==> src/rtl/bcd_to_bin.sv <==
// Sequential packed-BCD to binary converter: one digit per clock, MS digit first,
// with valid/ready handshakes on both sides.
module bcd_to_bin #(
  parameter int unsigned DIGITS = 6,
  parameter int unsigned BIN_W  = 20
) (
  input  logic                clk,
  input  logic                reset,
  input  logic                in_valid,
  output logic                in_ready,
  input  logic [4*DIGITS-1:0] bcd_in,
  output logic                out_valid,
  input  logic                out_ready,
  output logic [BIN_W-1:0]    bin_out,
  output logic                err,
  output logic                busy
);

  localparam int unsigned CntW = (DIGITS > 1) ? $clog2(DIGITS) : 1;
  localparam int unsigned SrW  = 4 * DIGITS;

  typedef enum logic [1:0] {StIdle, StConv, StDone} state_e;

  state_e             state_q, state_d;
  logic [SrW-1:0]     sr_q, sr_d;
  logic [CntW-1:0]    cnt_q, cnt_d;
  logic [BIN_W-1:0]   acc_q, acc_d;
  logic [BIN_W-1:0]   bin_q, bin_d;
  logic               err_q, err_d;
  logic [3:0]         digit;
  logic [BIN_W-1:0]   acc_next;
  logic               digit_bad;

  assign digit     = sr_q[SrW-1 -: 4];
  assign digit_bad = (digit > 4'd9);
  // acc*10 + digit as two shifts and adds; raw nibbles 10..15 are added unchanged.
  assign acc_next  = {acc_q[BIN_W-4:0], 3'b000} + {acc_q[BIN_W-2:0], 1'b0} + BIN_W'(digit);

  always_comb begin
    state_d = state_q;
    sr_d    = sr_q;
    cnt_d   = cnt_q;
    acc_d   = acc_q;
    bin_d   = bin_q;
    err_d   = err_q;
    unique case (state_q)
      StIdle: begin
        if (in_valid) begin
          sr_d    = bcd_in;
          acc_d   = '0;
          cnt_d   = '0;
          err_d   = 1'b0;
          state_d = StConv;
        end
      end
      StConv: begin
        acc_d = acc_next;
        err_d = err_q | digit_bad;
        sr_d  = {sr_q[SrW-5:0], 4'b0000};
        cnt_d = cnt_q + CntW'(1);
        if (cnt_q == CntW'(DIGITS - 1)) begin
          bin_d   = acc_next;
          state_d = StDone;
        end
      end
      StDone: begin
        if (out_ready) begin
          state_d = StIdle;
        end
      end
      default: state_d = StIdle;
    endcase
  end

  always_ff @(posedge clk) begin
    if (reset) begin
      state_q <= StIdle;
      sr_q    <= '0;
      cnt_q   <= '0;
      acc_q   <= '0;
      bin_q   <= '0;
      err_q   <= 1'b0;
    end else begin
      state_q <= state_d;
      sr_q    <= sr_d;
      cnt_q   <= cnt_d;
      acc_q   <= acc_d;
      bin_q   <= bin_d;
      err_q   <= err_d;
    end
  end

  assign in_ready  = (state_q == StIdle);
  assign out_valid = (state_q == StDone);
  assign busy      = (state_q != StIdle);
  assign bin_out   = bin_q;
  assign err       = err_q;

endmodule

==> config.mk <==
export PLATFORM = sky130hd
export DESIGN_NAME = bcd_to_bin
export DESIGN_NICKNAME = d
export VERILOG_FILES = /design/src/rtl/bcd_to_bin.sv
export SDC_FILE = /design/constraint.sdc
export NUM_CORES = 1
export LEC_CHECK = 0
export ABC_AREA = 1
export ABC_CLOCK_PERIOD_IN_PS = 3000
export CAP_MARGIN = 20
export CORE_MARGIN = 5
export CORE_UTILIZATION = 56
export CTS_BUF_LIST = sky130_fd_sc_hd__clkbuf_16
export DETAILED_ROUTE_END_ITERATION = 8
export GPL_ROUTABILITY_DRIVEN = 0
export PLACE_DENSITY_LB_ADDON = 0.1
export SLEW_MARGIN = 20
export SYNTH_ARGS = -nofsm -noshare
export SYNTH_HDL_FRONTEND = slang
export SYNTH_SLANG_ARGS = --single-unit
==> constraint.sdc <==
create_clock -name clk -period 3 [get_ports clk]
set_input_delay 0.75 -clock clk [delete_from_list [all_inputs] [get_ports clk]]
set_output_delay 0.75 -clock clk [all_outputs]
set_load 0.02 [all_outputs]
# Word level (Yosys, flattened, before mapping)
# Cells that the tools add are included.
# Widths: inputs -> output; s select.
dict set report totals {
  regBits 69
  latchBits 0
  ram_bits 0
  rom_bits 0
  input_bits 28
  out_inout_bits 24
  elab_cells 35
  memories 0
}
dict set report op_classes {
  addsub 3
  multipliers 0
  div_mod_pow 0
  n_lt_le_gt_ge 1
  eq_ne 6
  shifts 0
  muxes 12
  bitwise 1
  reduce_logical 6
}
# op count
set op_table {}
lappend op_table {{$pmux 24 s2} 1}
lappend op_table {{$pmux 19 s2} 1}
lappend op_table {{$mux 24} 1}
lappend op_table {{$add 20x20->20} 1}
lappend op_table {{$add 20x4->20} 1}
lappend op_table {{$mux 19} 1}
lappend op_table {{$mux 2} 3}
lappend op_table {{$pmux 2 s3} 1}
lappend op_table {{$pmux 3 s2} 1}
lappend op_table {{$gt 4x4->1 const B} 1}
lappend op_table {{$ne 2x2->1 const B} 2}
lappend op_table {{$reduce_and 2->1} 2}
lappend op_table {{$reduce_bool 2->1} 2}
lappend op_table {{$add 3x1->3 const B} 1}
lappend op_table {{$eq 3x3->1 const B} 1}
lappend op_table {{$mux 3} 1}
lappend op_table {{$reduce_and 3->1} 1}
lappend op_table {{$eq 2x1->1 const B} 1}
lappend op_table {{$eq 2x2->1 const B} 1}
lappend op_table {{$logic_not 2->1} 1}
lappend op_table {{$ne 2x1->1 const B} 1}
lappend op_table {{$pmux 1 s2} 1}
lappend op_table {{$mux 1} 1}
lappend op_table {{$or 1x1->1} 1}

# Depth between registers and ports, before layout
# Gate-level depths: netlist of the first run.
dict set report depth {
  depth_word 3
  ltp_mapped 16
  ltp_nobuf 16
}

# Worst setup path after synthesis of the first run
# No wires, ideal clock.
dict set report synth_timing {
  path_type {reg-to-reg}
  from {register sr_q[23]}
  to {register bin_q[14] (netlist: bin_out[14])}
  setup_ps 109
  t_arrival_ps 2074
  required_ps 2891
  path_slack_ps 817
  path_stages_with_launch 16
  n_path_buf 0
  period_less_slack_ps 2183
  cell_sequence {dfxtp_1 > inv_1 > fa_1 > fa_1 > inv_1 > nand3_1 > nand2_1 > nand2_1 > nand2_1 > nand2_1 > nand2_1 > nand2_1 > nand2_1 > nand2_1 > nand2_1 > inv_1}
}
dict set report synth_between {
  elab_chain_cells 1
}
# element line
set synth_rtl {}
lappend synth_rtl {{from (decl)} 25} ;# logic [SrW-1:0] sr_q, sr_d;
lappend synth_rtl {{from (signal assigned)} 85} ;# sr_q <= sr_d;
lappend synth_rtl {{$add 20x4->20} 37} ;# assign acc_next = {acc_q[BIN_W-4:0], 3'b000} + {acc_q[BIN_W-2:0], 1'b0} + BIN_W'(digit);
lappend synth_rtl {{to (signal assigned)} 88} ;# bin_q <= bin_d;
lappend synth_rtl {{to (decl)} 28} ;# logic [BIN_W-1:0] bin_q, bin_d;
# No other way between the ends.
# A chain may end at the register's enable or synchronous reset.

# Worst setup path in the final report of the first run
dict set report layout_timing {
  from {register sr_q[23]}
  to {register bin_q[10] (netlist: bin_out[10])}
}
# Same word-level chain as after synthesis.

==> results of run 1 <==
==> per-layer routing <==
metal | up-vias | wire length, um | part of all wire (%) | track usage, %
li1 | 1947 | - | - | -
met1 | 1797 | 4410 | 45 | 29.3
met2 | 106 | 4850 | 49 | 40.8
met3 | 15 | 513 | 5.2 | 5.42
met4 | 0 | 129 | 1.3 | 8.30
met5 | - | 0 | 0 | 0
==> stage by stage <==
| step | setup slack [ns] | instance area (um2) | total power (W) | hold slack, ns | instances |
|---|---|---|---|---|---|
| 3_3_place_gp | 0.684 | 4530 | 0.00122 | 0.438 | 708 |
| 2_1_floorplan | 0.817 | 3990 | 0.00114 | 0.422 | 578 |
| 5_1_grt | 0.407 | 4840 | 0.00239 | 0.472 | 723 |
| 4_1_cts | 0.593 | 4840 | 0.00232 | 0.458 | 723 |
| 6_report | 0.574 | 4840 | 0.00231 | 0.454 | 723 |
| 3_5_place_dp | 0.598 | 4530 | 0.00123 | 0.444 | 708 |
==> worst max path at each step <==
stage	from	cells after the start	to
2_1_floorplan	sr_q[23]	15	bin_out[14]
3_3_place_gp	sr_q[23]	15	bin_out[14]
3_5_place_dp	sr_q[23]	15	bin_out[14]
4_1_cts	sr_q[23]	15	bin_out[18]
5_1_grt	sr_q[23]	14	bin_out[17]
6_report	sr_q[23]	13	bin_out[10]
==> flip-flops by register name, indices dropped and copies added, names as in the netlist <==
register	count
sr_q	24
bin_out	20
state_q	2
cnt_q	3
err	1
acc_q	19
==> logic make-up (layout without fill, tap and decap cells) <==
kind of cell,after synthesis,after routing,synth area share (%)
buffers and inverters,96,145,9.98
AO/OA/AOI/OAI,109,109,14.8
XOR/XNOR,7,7,1.54
flip-flops,69,69,34.7
adder cells (fa/ha/maj),38,38,12.3
AND/OR/NAND/NOR,259,259,26.7
==> power groups by stage <==
| stage | Combinational (W) | Clock (W) | Sequential, W |
|---|---|---|---|
| 2_1_floorplan | 0.000152 | 0 | 0.000990 |
| 3_3_place_gp | 0.000223 | 0 | 0.000995 |
| 3_5_place_dp | 0.000228 | 0 | 0.000997 |
| 4_1_cts | 0.000230 | 0.00111 | 0.000978 |
| 5_1_grt | 0.000254 | 0.00116 | 0.000983 |
| 6_report | 0.000230 | 0.00110 | 0.000979 |
==> Yosys cell counts (4+ instances only) <==
cell and number:
nand3b_1 5, nand2_1 181, inv_2 5, xor2_1 4, o21ai_0 19, o22ai_1 13, nor2_1 36, nor3_1 4
clkbuf_1 9, inv_1 68, buf_2 9, a21oi_1 64, a22oi_1 6, dfxtp_1 69, nand3_1 24, ha_1 36
==> layout make-up <==
cell class / count / share of cell area, %
Tap cell: 96 / 2.48
Inverter: 73 / 5.66
Clock buffer: 9 / 4.65
Timing Repair Buffer: 57 / 11.4
Clock inverter: 6 / 1.66
Multi-Input combinational cell: 413 / 45.6
Sequential cell: 69 / 28.5
==> worst max-delay path: stages, from the launching register on <==
cell,delay (ns)
dfxtp_1,0.36
inv_1,0.08
fa_1,0.53
fa_1,0.47
inv_1,0.09
nand3_1,0.06
nand2_1,0.12
nand2_1,0.07
nand2_1,0.13
nor2_1,0.07
nand3b_1,0.20
nand2_1,0.09
nand2_1,0.05
inv_1,0.06
==> layout by cell type, fill, tap and decap left out <==
cell type and n:
clkinv_2 1, and2_1 1, clkbuf_16 9, o21ai_1 2, xnor2_1 3, clkinv_1 1
dfxtp_1 69, buf_4 6, nand2_1 181, fa_1 2, a21oi_2 2, inv_2 5
bufinv_16 2, nand3_1 24, nor2_1 36, buf_2 1, nand3b_1 5, nor2_4 3
inv_1 69, nor3_1 4, a22oi_1 6, a31oi_1 1, nor2_2 1, ha_1 36
o21ai_0 19, or2_2 2, nand4_1 2, a211oi_1 1, clkdlybuf4s50_1 50, a21oi_1 64
o2111ai_1 1, clkinvlp_4 1, o22ai_1 13, xor2_1 4
==> impl_metrics.ini, run 1 <==
[synth]
syn_inst = 578
synth_nets = 644
synth-seq-cells = 69
syn_area_per_cell_um2 = 6.90
synthesis.area_um2 = 3990
yosysTopAreaCellShare_pct = 34.7
yosysSeqAreaShare_pct = 34.7
ys_async_sr_fraction_pct = 0
synth_flop_cell = dfxtp_1
synth_top_area_cell = dfxtp_1
yosysUniqueCellTypes = 31
synth_edf_count = 0
synth_area_leaders = dfxtp_1, nand2_1, ha_1
yosysWarnings = 0

[floorplanning]
rows = 30
io_pins = 52
start_util_pct = 58.0
core_um2 = 6870
die_h_um = 94.4
die_width_um = 94.4
dieArea_um2 = 8910

[flow_run]
maxCapViolations = 0

[hold_path]
hp-start = err
min_to = err
min_path_cells = 2
hold_class = register to register

[worst_setup_path]
endpoint_kind = register
required_ns = 3.28
arrival_ns = 2.70
critPathLaunchType = register
r2r-start = sr_q[23]
reg2reg_depth = 13
reg2reg_slack_ns = 0.57
worstPathMaxFanout = 4
critPathKind = register to register
worst_r2r_endpoint = bin_out[10]

[pwr]
p_int_w = 0.00176
p_leak_nw = 2.31
ir_drop_uv = 320
swShare_pct = 23.7
seq_power_share_pct = 42.3
p_sw_w = 0.000548
p_per_area_nw_per_um2 = 478
power_frac_comb_pct = 9.9
clockPowerShare_pct = 47.7

[clock_network]
cts-resized-gates = 0
clock-root-buffer = clkbuf_16
post_cts_buffers = 0
cts_hold_buf = 0
cts_tree = done
insertion_delay_ns = 0.33
clk_pin_slew_ns = 0.06
cts_made_buffers = 9
h-tree-depth = 3
clock-sinks = 69
cts_buffer_depth = 2

[cells_and_area]
diodes = 0
area_delta_synth_final_pct = 21.4
nFillCells = 590
nNetsFinal = 689
multi_input_area_um2 = 2210
utilization_pct = 70.4
seqCellArea_um2 = 1380
final_layout_size_suffix_gt1_share_pct = 5.26

[detailed_routing]
drc = 0
detail-route-antenna-nets = 0
drtIter0Drc = 192
firstDrtPassIters = 5
viasPerCell = 5.35
num_vias = 3865
wl_mm = 9.91
routedWlPerCell_um = 13.7

[timing]
finalSetupViolCount = 0
worst_pin_slew_ns = 0.568
min_period_ns = 2.43
finalClockSkew_ns = 0.00852
rsz0062_at_grt = false
tns_ns = 0
finalCritPeriodShare_pct = 80.9
drv_slew = 0
slew_headroom_pct = 62.1
hold_viol_final = 0
clock.fmax_mhz = 412

[global_route]
grt-ovfl-total = 0
grt_pass1_vias = 3819
grt_pass1_wl_mm = 17.0
grtUsageTotal_pct = 23.8
grt_max_degree = 51
grt_antenna_before_repair = 0

[placement]
numPortBuffers = 51
dp.final_hpwl_mm = 7.00

[status]
outcome = finished, final reports clean
No activity file was read; power rests on OpenSTA's default activity.
==> run 2, diff against run 1 <==
- ABC_CLOCK_PERIOD_IN_PS: 3000 -> 2200
- CORE_UTILIZATION: 56 -> 50
- clock period: 3 -> 2.2 ns (I/O delays scaled with it)
==> impl_metrics.ini, run 2 (synthesized netlist as in run 1, its figures left out) <==
[worst_setup_path]
startpoint = acc_q[0]
critPathKind = register to register
worst_r2r_endpoint = bin_out[16]
arrival_ns = 2.39
critPathLaunchType = register
worstPathCellList = inv_2 > fa_2 > fa_2 > inv_2 > nand3_2 > nand2_2 > nand2_2 > nand2_4 > nand2_2 > nand2_1 > nand2_1 > nand2_1 > nand2_1 > nand2_1 > inv_1
r2r-start = acc_q[0]
required_ns = 2.42
cpMostUsedCell = nand2_1
slowest_delay_ns = 0.49
worst_path_max_delay_cell = fa_2
reg2reg_slack_ns = 0.04
endpoint_kind = register
reg2reg_depth = 15
worstPathMaxFanout = 3

[pwr]
p_per_area_nw_per_um2 = 595
ir_drop_uv = 448
p_leak_nw = 2.47

[status]
outcome = finished, final reports clean

[cells_and_area]
largest-register = sr_q
largest_reg_flops = 24
diodes = 0
nFillCells = 665
nNetsFinal = 700
final_cell_mix = nand2_1, dfxtp_1, inv_1
design_area_um2 = 5160
area_delta_synth_final_pct = 29.5
final_layout_size_suffix_gt1_share_pct = 15.0
layout_commonest_cell = nand2_1

[clock_network]
clock-sinks = 69
cts_made_buffers = 9
h-tree-depth = 3
cts_tree = done
insertion_delay_ns = 0.33
cts_buffer_depth = 2
clock-root-buffer = clkbuf_16
clk_pin_slew_ns = 0.05

[placement]
dp.final_hpwl_mm = 7.09
placed_area_um2 = 4630
numPortBuffers = 51
place_ws_ns = -0.108

[detailed_routing]
viasPerCell = 5.20
drc = 0
wl_mm = 10.4
drtIter0Drc = 189
num_vias = 3849
firstDrtPassIters = 5
detail-route-antenna-nets = 0
routedWlPerCell_um = 14.0

[timing]
worst_pin_slew_ns = 0.583
min_period_ns = 2.16
clock.fmax_mhz = 462
drv_slew = 0
whs_ns = 0.462
tns_ns = 0
slew_headroom_pct = 61.1
finalSetupViolCount = 0
rsz0062_at_grt = true
hold_viol_final = 0
fin_ws_ns = 0.0363
finalCritPeriodShare_pct = 98.4
finalClockSkew_ns = 0.00696

[flow_run]
maxCapViolations = 0

[floorplanning]
start_util_pct = 51.6
core_um2 = 7730
die_width_um = 99.3
die_h_um = 99.3
dieArea_um2 = 9860
io_pins = 52
rows = 32

[global_route]
grt_antenna_before_repair = 0
grt_pass1_wl_mm = 17.0
grtUsageTotal_pct = 20.7
grt-ovfl-total = 0
grt_pass1_vias = 3747
grt_max_degree = 51

[hold_path]
min_to = sr_q[3]
min_path_cells = 2
hp-start = sr_q[3]
hold_class = register to register
run 2: how the worst max path moves through the flow:
stage	to	slack, ns	cells past startpoint
after floorplan	bin_out[14]	0.02	15
after global placement	bin_out[8]	-0.10	11
after detailed placement	bin_out[8]	-0.11	11
after CTS	bin_out[15]	0.003	15
after global routing	bin_out[16]	-0.10	15
final	bin_out[16]	0.04	15
run 2: power breakdown:
part / internal (W) / switching (W) / leakage, nW
Sequential: 0.00130 / 0.0000304 / 0.562
Combinational: 0.000158 / 0.000202 / 1.76
Clock: 0.000860 / 0.000518 / 0.142
run 2: layer usage:
metal | share of wire, % | track usage, % | vias to the layer above | wire length [um]
met2 | 49 | 35.0 | 118 | 5110
met4 | 1.5 | 6.62 | 0 | 157
met3 | 5.6 | 4.07 | 12 | 576
li1 | - | - | 1972 | -
met1 | 44 | 26.6 | 1747 | 4530
met5 | 0 | 0 | - | 0
run 2: stage by stage:
step / utilization (%) / std cells / total power (W)
3_3_place_gp: 59.9 / 724 / 0.00168
2_1_floorplan: - / 578 / 0.00156
4_1_cts: 64.0 / 739 / 0.00306
6_report: 66.8 / 740 / 0.00307
3_5_place_dp: 59.9 / 724 / 0.00169
5_1_grt: 66.8 / 740 / 0.00319
run 2: worst max-delay path: cells and delay by family, from the launching register on:
family                     cells  cell delay (ns)
adders and majority gates      2             0.90
buffers and inverters          3             0.16
DFF                            1             0.33
and+or+nand+nor               10             0.67
run 2: repair_timing:
action,CTS,global route
setup buffers,0,1
pin swaps,2,16
gates cloned,0,0
gates resized for setup,9,54
hold buffers,0,0
setup endpoints to repair,20,28
run 2: layout make-up:
class / instances / area (um2) / share of cell area, %
Multi-Input combinational cell: 413 / 2450 / 47.4
Tap cell: 102 / 128 / 2.47
Timing Repair Buffer: 68 / 646 / 12.5
Sequential cell: 69 / 1380 / 26.8
Inverter: 73 / 274 / 5.31
Clock inverter: 6 / 56.3 / 1.09
Clock buffer: 9 / 225 / 4.36
